`src/rtl/muldiv_unit.sv`:
```
// Sequential signed multiply/divide unit: Booth radix-2 MUL and restoring DIV on magnitudes,
// one bit per clock, with a final cycle that applies sign fix-ups and registers the result.
module muldiv_unit #(
  parameter int WIDTH = 32
) (
  input  logic             clk,
  input  logic             clr,
  input  logic             start,
  input  logic             op,
  input  logic [WIDTH-1:0] a,
  input  logic [WIDTH-1:0] b,
  output logic             busy,
  output logic             done,
  output logic [WIDTH-1:0] result_hi,
  output logic [WIDTH-1:0] result_lo,
  output logic             div_by_zero
);

  localparam int CW = $clog2(WIDTH + 1);

  typedef enum logic [1:0] {IDLE, RUN, DONE} state_t;

  state_t state, state_next;

  logic [CW-1:0]    cnt;
  logic             op_r;
  logic             a_neg;
  logic             q_neg;
  logic             b_zero;
  logic [WIDTH-1:0] a_r;
  logic [WIDTH:0]   acc;
  logic [WIDTH:0]   m_reg;
  logic [WIDTH-1:0] q_reg;
  logic             q_1;

  logic             accept;
  logic             last;
  logic [WIDTH-1:0] a_mag;
  logic [WIDTH-1:0] b_mag;
  logic [WIDTH:0]   booth_sum;
  logic [WIDTH:0]   rem_sh;
  logic [WIDTH:0]   rem_diff;
  logic             rem_ge;
  logic [WIDTH-1:0] quot_fix;
  logic [WIDTH-1:0] rem_fix;

  assign accept = start && (state != RUN);
  assign last   = (cnt == CW'(WIDTH));

  always_ff @(posedge clk) begin
    if (clr) state <= IDLE;
    else     state <= state_next;
  end

  always_comb begin
    state_next = state;
    case (state)
      IDLE:    if (start) state_next = RUN;
      RUN:     if (last) state_next = DONE;
      DONE:    state_next = start ? RUN : IDLE;
      default: state_next = IDLE;
    endcase
  end

  // The accumulator is one bit wider than the operands so Booth add/subtract of the most
  // negative multiplicand and the shifted partial remainder never overflow.
  always_comb begin
    a_mag     = a[WIDTH-1] ? -a : a;
    b_mag     = b[WIDTH-1] ? -b : b;
    booth_sum = acc;
    case ({q_reg[0], q_1})
      2'b01:   booth_sum = acc + m_reg;
      2'b10:   booth_sum = acc - m_reg;
      default: booth_sum = acc;
    endcase
    rem_sh   = {acc[WIDTH-1:0], q_reg[WIDTH-1]};
    rem_ge   = (rem_sh >= m_reg);
    rem_diff = rem_sh - m_reg;
    quot_fix = q_neg ? -q_reg : q_reg;
    rem_fix  = a_neg ? -acc[WIDTH-1:0] : acc[WIDTH-1:0];
  end

  always_ff @(posedge clk) begin
    if (clr) begin
      cnt         <= '0;
      busy        <= 1'b0;
      done        <= 1'b0;
      div_by_zero <= 1'b0;
      result_hi   <= '0;
      result_lo   <= '0;
      op_r        <= 1'b0;
      a_neg       <= 1'b0;
      q_neg       <= 1'b0;
      b_zero      <= 1'b0;
      a_r         <= '0;
      acc         <= '0;
      m_reg       <= '0;
      q_reg       <= '0;
      q_1         <= 1'b0;
    end else begin
      busy <= (state_next == RUN);
      done <= (state_next == DONE);
      if (accept) begin
        cnt         <= '0;
        div_by_zero <= 1'b0;
        op_r        <= op;
        a_r         <= a;
        a_neg       <= a[WIDTH-1];
        q_neg       <= a[WIDTH-1] ^ b[WIDTH-1];
        b_zero      <= (b == '0);
        acc         <= '0;
        q_1         <= 1'b0;
        if (op) begin
          q_reg <= a_mag;
          m_reg <= {1'b0, b_mag};
        end else begin
          q_reg <= b;
          m_reg <= {a[WIDTH-1], a};
        end
      end else if (state == RUN) begin
        if (last) begin
          if (!op_r) begin
            result_hi <= acc[WIDTH-1:0];
            result_lo <= q_reg;
          end else if (b_zero) begin
            result_hi   <= a_r;
            result_lo   <= '1;
            div_by_zero <= 1'b1;
          end else begin
            result_hi <= rem_fix;
            result_lo <= quot_fix;
          end
        end else begin
          cnt <= cnt + CW'(1);
          if (!op_r) begin
            acc   <= {booth_sum[WIDTH], booth_sum[WIDTH:1]};
            q_reg <= {booth_sum[0], q_reg[WIDTH-1:1]};
            q_1   <= q_reg[0];
          end else begin
            acc   <= rem_ge ? rem_diff : rem_sh;
            q_reg <= {q_reg[WIDTH-2:0], rem_ge};
          end
        end
      end
    end
  end

endmodule
```
`config.mk`:
```
export PLATFORM = sky130hd
export DESIGN_NAME = muldiv_unit
export DESIGN_NICKNAME = d
export VERILOG_FILES = /design/src/rtl/muldiv_unit.sv
export SDC_FILE = /design/constraint.sdc
export NUM_CORES = 1
export LEC_CHECK = 0
export ABC_AREA = 1
export BUFFER_PORTS_ARGS = -buffer_cell sky130_fd_sc_hd__buf_2
export CORE_ASPECT_RATIO = 0.8
export CORE_MARGIN = 2
export CORE_UTILIZATION = 46
export DETAILED_ROUTE_END_ITERATION = 8
export PLACE_DENSITY = 0.66
export SLEW_MARGIN = 20
export SYNTH_ARGS = -nofsm -noshare
export SYNTH_HDL_FRONTEND = slang
export SYNTH_SLANG_ARGS = --single-unit
```
`constraint.sdc`:
```
create_clock -name clk -period 2.9 [get_ports clk]
set_input_delay 0.29 -clock clk [delete_from_list [all_inputs] [get_ports clk]]
set_output_delay 0.29 -clock clk [all_outputs]
set_load 0.05 [all_outputs]
```
* Yosys cells after proc, flatten, opt, wreduce, memory -nomap -nowiden
Index checks and enable logic that the tools add are counted.
** Word-level totals
- Bits in registers :: 210
- Input bits :: 68
** Cells by class
- Muxes and demuxes :: 21
- $lt $le $gt $ge :: 1
- Add/subtract/negate cells :: 8
- Reductions and logical operators :: 10
- Bitwise operators :: 4
- Eq/ne operators :: 9
** Operators with widths (count)
- 32-bit 2-to-1 mux :: 13
- 32-bit negation :: 4
- 33-bit 2-to-1 mux :: 3
- 33-bit one-hot mux with 2 select lines :: 1
- 33-bit subtractor :: 2
- 33-bit adder :: 1
- 33-bit greater-or-equal comparator :: 1
- 32-bit zero test :: 1
- 6-bit by 1-bit adder with 6-bit output (second input constant) :: 1
- 2-bit by 1-bit equality test with 1-bit output (second input constant) :: 3
- 2-bit equality test (second input constant) :: 3
- 6-bit equality test (second input constant) :: 1
- 2-bit one-hot mux with 3 select lines :: 1
- 3-bit AND reduction :: 2
- 2-bit 2-to-1 mux :: 2
- 2-bit AND reduction :: 2
- 4-bit AND reduction :: 1
- 1-bit NOT :: 3
- 2-bit zero test :: 1
- 2-bit by 1-bit inequality test with 1-bit output (second input constant) :: 1
- 2-bit inequality test (second input constant) :: 1
- 2-bit nonzero test :: 1
- 2-bit OR reduction :: 1
- 1-bit logical AND :: 1
- other kinds (2) :: 2

* Logic depth before layout (Yosys ltp)
- Depth in word-level cells :: 6
- Depth in mapped cells :: 26

* Least setup slack after synthesis
OpenSTA, ideal clock, no wires.
- Path type :: reg-to-reg
- Start point :: reg q_reg[0]
- End point :: reg acc[30]
- Setup time :: 0.117 ns
- Data required time :: 2.783 ns
- Setup slack :: -0.087 ns
- Cell stages (with the launch flop) :: 23
- Data arrival time :: 2.870 ns
- Clock period less this slack :: 2.987 ns
- Cells stage by stage :: dfxtp_1 -> ha_1 -> clkbuf_1 -> inv_1 -> a21oi_1 -> nand2_1 -> nor2_1 -> nand2_1 -> xor2_1 -> inv_1 -> ha_1 -> inv_1 -> o21bai_1 -> o21ai_0 -> nand2_1 -> a21oi_1 -> nand2_1 -> nand2_1 -> nand3_1 -> nand2_1 -> nand2_1 -> nor2_1 -> nor2_1
** Between the ends
- Cells in the longest elaborated chain, start to end :: 3
** Ends and longest elaborated chain
- from (decl) :: RTL line 33 : logic [WIDTH-1:0] q_reg;
- from (signal assigned) :: RTL line 114 : q_reg <= a_mag;
- from (signal assigned) :: RTL line 137 : q_reg <= {booth_sum[0], q_reg[WIDTH-1:1]};
- from (signal assigned) :: RTL line 141 : q_reg <= {q_reg[WIDTH-2:0], rem_ge};
- 2-bit equality test / 2-bit by 1-bit equality test with 1-bit output (equally long branches) :: RTL line 71 : case ({q_reg[0], q_1})
- 33-bit one-hot mux with 2 select lines (*) :: RTL line 71
- 33-bit 2-to-1 mux (*) :: RTL line 135 : if (!op_r) begin
- to (signal assigned) :: RTL line 136 : acc <= {booth_sum[WIDTH], booth_sum[WIDTH:1]};
- to (signal assigned) :: RTL line 140 : acc <= rem_ge ? rem_diff : rem_sh;
- to (decl) :: RTL line 31 : logic [WIDTH:0] acc;
Every way passes the cells marked *; elsewhere a longest branch is shown, timed or not.
A chain may end at the register's enable or synchronous reset.

* Final worst setup path
- Start point :: reg m_reg[6]
- End point :: reg acc[30]
** Between the ends
- Cells in the longest elaborated chain, start to end :: 3
** Ends and longest elaborated chain
- from (decl) :: RTL line 32 : logic [WIDTH:0] m_reg;
- from (signal assigned) :: RTL line 115 : m_reg <= {1'b0, b_mag};
- from (signal assigned) :: RTL line 118 : m_reg <= {a[WIDTH-1], a};
- 33-bit subtractor, or another cell as far along :: RTL line 73 : 2'b10: booth_sum = acc - m_reg;
- 33-bit one-hot mux with 2 select lines / 33-bit 2-to-1 mux (equally long branches) :: RTL line 71, 140
- 33-bit 2-to-1 mux (*) :: RTL line 135
Marks and branches as above.

==> report_table.html <==
<table>
<tr><th>Metric</th><th>Value</th></tr>
<tr><th colspan="2">Power and ir drop</th></tr>
<tr><td>IR drop worst, VDD</td><td>0.412 mV</td></tr>
<tr><td>Power per standard cell area</td><td>534 mW/mm^2</td></tr>
<tr><td>Leakage power total</td><td>11.2 nW</td></tr>
<tr><th colspan="2">Run status</th></tr>
<tr><td>Violations in the final reports</td><td>setup timing</td></tr>
<tr><td>Run status</td><td>finished with violations</td></tr>
<tr><th colspan="2">Synth</th></tr>
<tr><td>Mapped Area</td><td>0.0180 mm^2</td></tr>
<tr><td>Xor and xnor fraction of the mapped netlist area</td><td>0.0492</td></tr>
<tr><td>Number of flops mapped to enable cells by yosys</td><td>0</td></tr>
<tr><td>Gate count after technology mapping</td><td>3027</td></tr>
<tr><td>Fraction of the mapped netlist area in adder cells</td><td>0.0530</td></tr>
<tr><td>Number of library cell types mapped by synthesis</td><td>52</td></tr>
<tr><td>Largest family of logic cells by synthesized area</td><td>simple AND/OR/NAND/NOR gates</td></tr>
<tr><td>Share of the yosys chip area belonging to registers</td><td>0.233</td></tr>
<tr><td>Cell taking the most area after synthesis</td><td>dfxtp_1</td></tr>
<tr><td>Mux cell area share after synthesis</td><td>0</td></tr>
<tr><td>Share of synthesized flip-flops with an asynchronous set or reset</td><td>0</td></tr>
<tr><td>Post-Syn Nets</td><td>3170</td></tr>
<tr><td>Post-synthesis share of cell area spent on and, or, nand and nor gates</td><td>0.284</td></tr>
<tr><td>Average footprint of a synthesized cell</td><td>5.94 um^2</td></tr>
<tr><td>Synthesized-area fraction occupied by ao, oa, aoi and oai cells</td><td>0.269</td></tr>
<tr><td>Share of the synthesized area in the top cell type</td><td>0.233</td></tr>
<tr><td>Flip-flop cell with the highest count after synthesis</td><td>dfxtp_1</td></tr>
<tr><td>Register bit total from synthesis</td><td>209</td></tr>
<tr><td>Synthesis warning total</td><td>0</td></tr>
<tr><td>Dominant cells by area after synthesis</td><td>dfxtp_1 23%, nand2_1 14%, a21oi_1 11%</td></tr>
<tr><th colspan="2">Worst hold path</th></tr>
<tr><td>End point of the worst hold path</td><td>state[0]</td></tr>
<tr><td>Number of cells on the worst hold path</td><td>3</td></tr>
<tr><td>Hold Startpoint</td><td>start</td></tr>
<tr><td>Kind of path behind the tightest hold check</td><td>input pin to register</td></tr>
<tr><th colspan="2">Setup path</th></tr>
<tr><td>CP Capture Type</td><td>register</td></tr>
<tr><td>Critical Setup Path Class</td><td>register to register</td></tr>
<tr><td>Crit-path cells</td><td>nor2_4 &gt; inv_2 &gt; nor4_4 &gt; nand2_2 &gt; buf_4 &gt; buf_4 &gt; nand2_1 &gt; xor2_1 &gt; buf_4 &gt; inv_2 &gt; ha_4 &gt; nand2_4 &gt; nor2_4 &gt; inv_2 &gt; nor3_2 &gt; nand2_1 &gt; nand2_2 &gt; nand2_2 &gt; nand3_1 &gt; nand3_1 &gt; nand2_1 &gt; nand2_1 &gt; nor2_1 &gt; nor2_1</td></tr>
<tr><td>Worst reg2reg endpoint</td><td>acc[30]</td></tr>
<tr><td>Most prevalent standard cell on the critical path</td><td>nand2_1</td></tr>
<tr><td>Category of the worst setup path launch point</td><td>register</td></tr>
<tr><td>Minimum setup slack among reg-to-reg paths</td><td>-0.29 ns</td></tr>
<tr><td>Maximum fanout encountered on the critical timing path</td><td>4</td></tr>
<tr><td>Cells on worst reg2reg path</td><td>24</td></tr>
<tr><td>Slowest stage delay, CP</td><td>0.35 ns</td></tr>
<tr><td>Slowest CP cell</td><td>dfxtp_4</td></tr>
<tr><td>Required time of the worst setup path</td><td>3.33 ns</td></tr>
<tr><td>Data arrival, critical path</td><td>3.63 ns</td></tr>
<tr><td>Worst reg2reg startpoint</td><td>m_reg[6]</td></tr>
<tr><th colspan="2">Timing</th></tr>
<tr><td>Slew at the pin closest to its max-slew limit</td><td>0.998 ns</td></tr>
<tr><td>Part of the cycle the worst path needs</td><td>1.10</td></tr>
<tr><td>Total of endpoints with negative setup slack in the final report</td><td>23</td></tr>
<tr><td>Unrepaired setup endpoints after global routing</td><td>true</td></tr>
<tr><td>Relative max-transition margin</td><td>0.328</td></tr>
<tr><td>Setup skew after layout</td><td>0.0231 ns</td></tr>
<tr><td>Least setup slack across all paths after layout</td><td>-0.293 ns</td></tr>
<tr><td>Fin. max-slew vios</td><td>0</td></tr>
<tr><td>Max Freq</td><td>313 MHz</td></tr>
<tr><td>Count of final hold-check violations</td><td>0</td></tr>
<tr><td>Final period demand of the worst path</td><td>3.19 ns</td></tr>
<tr><td>Setup total negative slack</td><td>-4.17 ns</td></tr>
<tr><th colspan="2">Floorplanning</th></tr>
<tr><td>Chip height</td><td>181 um</td></tr>
<tr><td>Die W</td><td>225 um</td></tr>
<tr><td>Count of standard-cell rows</td><td>64</td></tr>
<tr><td>Starting utilization of the core area</td><td>0.468</td></tr>
<tr><td>Floorplan Core Area</td><td>0.0384 mm^2</td></tr>
<tr><td>Number of placed I/O pins</td><td>135</td></tr>
<tr><td>Die area</td><td>0.0407 mm^2</td></tr>
<tr><th colspan="2">Route</th></tr>
<tr><td>Count of antenna-violating nets left after detailed routing</td><td>0</td></tr>
<tr><td>Initial drt markers</td><td>3113</td></tr>
<tr><td>Detailed-route DRC error count</td><td>0</td></tr>
<tr><td>Vias per cell</td><td>5.91</td></tr>
<tr><td>Final routed wirelength across all metal layers</td><td>84300 um</td></tr>
<tr><td>Drt wl/cell</td><td>21.8 um</td></tr>
<tr><td>Routed vias</td><td>22891</td></tr>
<tr><td>Initial DRT Pass Iterations</td><td>8</td></tr>
<tr><th colspan="2">Placement</th></tr>
<tr><td>Hpwl dp</td><td>65500 um</td></tr>
<tr><td>Final weighted congestion in routability-driven placement</td><td>1.01</td></tr>
<tr><td>Cell total after placement</td><td>3798</td></tr>
<tr><td>Buffers added on ports</td><td>134</td></tr>
<tr><th colspan="2">Cells and area</th></tr>
<tr><td>Most common cell after layout, fill and taps aside</td><td>nand2_1</td></tr>
<tr><td>Layout filler cell count</td><td>3680</td></tr>
<tr><td>Share of cells above drive strength 1</td><td>0.239</td></tr>
<tr><td>Number of cells in the finished layout apart from fillers</td><td>3871</td></tr>
<tr><td>Number of nets in the layout</td><td>3503</td></tr>
<tr><td>Antenna Cells</td><td>0</td></tr>
<tr><td>Leading cell types in the layout, fill and taps excluded</td><td>592 x nand2_1, 354 x inv_1, 345 x o21ai_0</td></tr>
<tr><td>Growth of design area from synthesis to finish</td><td>30.6%</td></tr>
<tr><th colspan="2">Global route</th></tr>
<tr><td>First-pass GRT wire length</td><td>122000 um</td></tr>
<tr><td>Total congestion overflow after global routing</td><td>0</td></tr>
<tr><td>Pin count of the biggest net entering global routing</td><td>84</td></tr>
<tr><td>Initial antenna violation count</td><td>2</td></tr>
<tr><td>Overall Global Routing Usage</td><td>0.391</td></tr>
<tr><td>Number of global-route vias before repair</td><td>19817</td></tr>
<tr><th colspan="2">Clock tree</th></tr>
<tr><td>Maximum buffer depth of the clock tree</td><td>3</td></tr>
<tr><td>Root Driver</td><td>clkbuf_16</td></tr>
<tr><td>TritonCTS clock tree</td><td>built</td></tr>
<tr><td># H-tree levels</td><td>1</td></tr>
<tr><td>Number of buffers added by the clock tree synthesis step</td><td>25</td></tr>
<tr><td>Worst-path clk slew</td><td>0.06 ns</td></tr>
<tr><td>Hold_buf cts</td><td>0</td></tr>
<tr><td>Number of clock sinks</td><td>209</td></tr>
<tr><td>Clock latency at the later pin of the worst-skew pair</td><td>0.55 ns</td></tr>
<tr><th colspan="2">Run</th></tr>
<tr><td>Maximum capacitance violations</td><td>0</td></tr>
</table>
-- critical path, delay by kind of cell (launching register included) --
family	cells	cell delay [ns]
buf+inv	6	0.59
flops	1	0.35
xor+xnor	1	0.13
simple gates	16	1.70
fa+ha+maj	1	0.31
-- worst max path at each step --
| stage | slack [ns] | startpoint | depth (start not counted) | end |
|---|---|---|---|---|
| 2_1_floorplan | 0.02 | m_reg[5] | 21 | acc[27] |
| 3_3_place_gp | -0.47 | m_reg[1] | 24 | acc[30] |
| 3_5_place_dp | -0.52 | m_reg[1] | 24 | acc[25] |
| 4_1_cts | -0.36 | m_reg[10] | 22 | acc[28] |
| 5_1_grt | -0.43 | m_reg[0] | 25 | acc[26] |
| 6_report | -0.29 | m_reg[6] | 24 | acc[30] |
-- cell type report --
class                           instances  area, um^2  share of cell area
Multi-Input combinational cell       2295       13300               0.566
Sequential cell                       209        4200               0.179
Timing Repair Buffer                  437        3110               0.132
Inverter                              392        1480              0.0632
Clock buffer                           36         737              0.0314
Tap cell                              495         619              0.0264
Clock inverter                          7        48.8             0.00208
-- report_power, final --
group          leakage, nW  total (W)  internal (W)  switching (W)
combinational         9.07    0.00626       0.00239        0.00386
clock                0.388    0.00307       0.00176        0.00131
sequential            1.71    0.00321       0.00303       0.000187
total                 11.2     0.0125       0.00718        0.00536
-- per-stage QoR --
stage	hold slack [ns]	total power [W]	worst slack, ns	util	cell area (um^2)
global route	0.0728	0.0131	-0.430	0.611	23500
floorplan	0.400	0.00619	0.0158	-	18000
global placement	0.438	0.00831	-0.471	0.543	20900
CTS	0.0348	0.0117	-0.365	0.579	22300
finish	0.0495	0.0125	-0.293	0.611	23500
detailed placement	0.447	0.00835	-0.520	0.543	20900
-- synth_stat cells (3+ instances only) --
master	number
nand4_1	23
a21oi_1	387
nor2_1	272
inv_2	11
nand3b_1	4
o31ai_1	9
nor3_1	27
ha_1	73
buf_6	4
inv_1	379
o22ai_1	18
buf_1	21
xor2_1	71
nor3_2	9
nor2_4	7
o21ai_1	30
a31oi_1	10
nor2_2	9
nand3_2	4
clkbuf_1	93
o21ai_0	373
dfxtp_1	209
a221oi_1	3
a211oi_1	3
o21bai_1	12
nor4_1	10
nand2_2	9
nand2_1	666
xnor2_1	30
nand3_1	159
buf_2	11
o21a_1	5
o21ai_2	4
o211ai_1	39
or2_2	6
o221ai_1	3
-- kinds of logic (layout without fill, tap and decap cells) --
logic type	after synthesis	after routing
and+or+nand+nor	1211	1211
AOI/OAI and AO/OA	908	908
buffers and inverters	523	872
DFF	209	209
xor gates and xnor gates	101	101
adders and majority gates	75	75
-- repair_timing --
action | CTS | global route
gates resized for setup | 136 | 260
setup endpoints to repair | 26 | 27
pin swaps | 59 | 106
buffers inserted | 11 | 21
-- metal layers --
layer | global-route usage | wire length (um) | vias to the layer above
li1 | - | - | 10669
met4 | 0.0766 | 2080 | 4
met5 | 0 | 23 | -
met3 | 0.128 | 12700 | 149
met1 | 0.611 | 37800 | 10597
met2 | 0.507 | 31700 | 1472
Power figures use the tool's default switching activity.
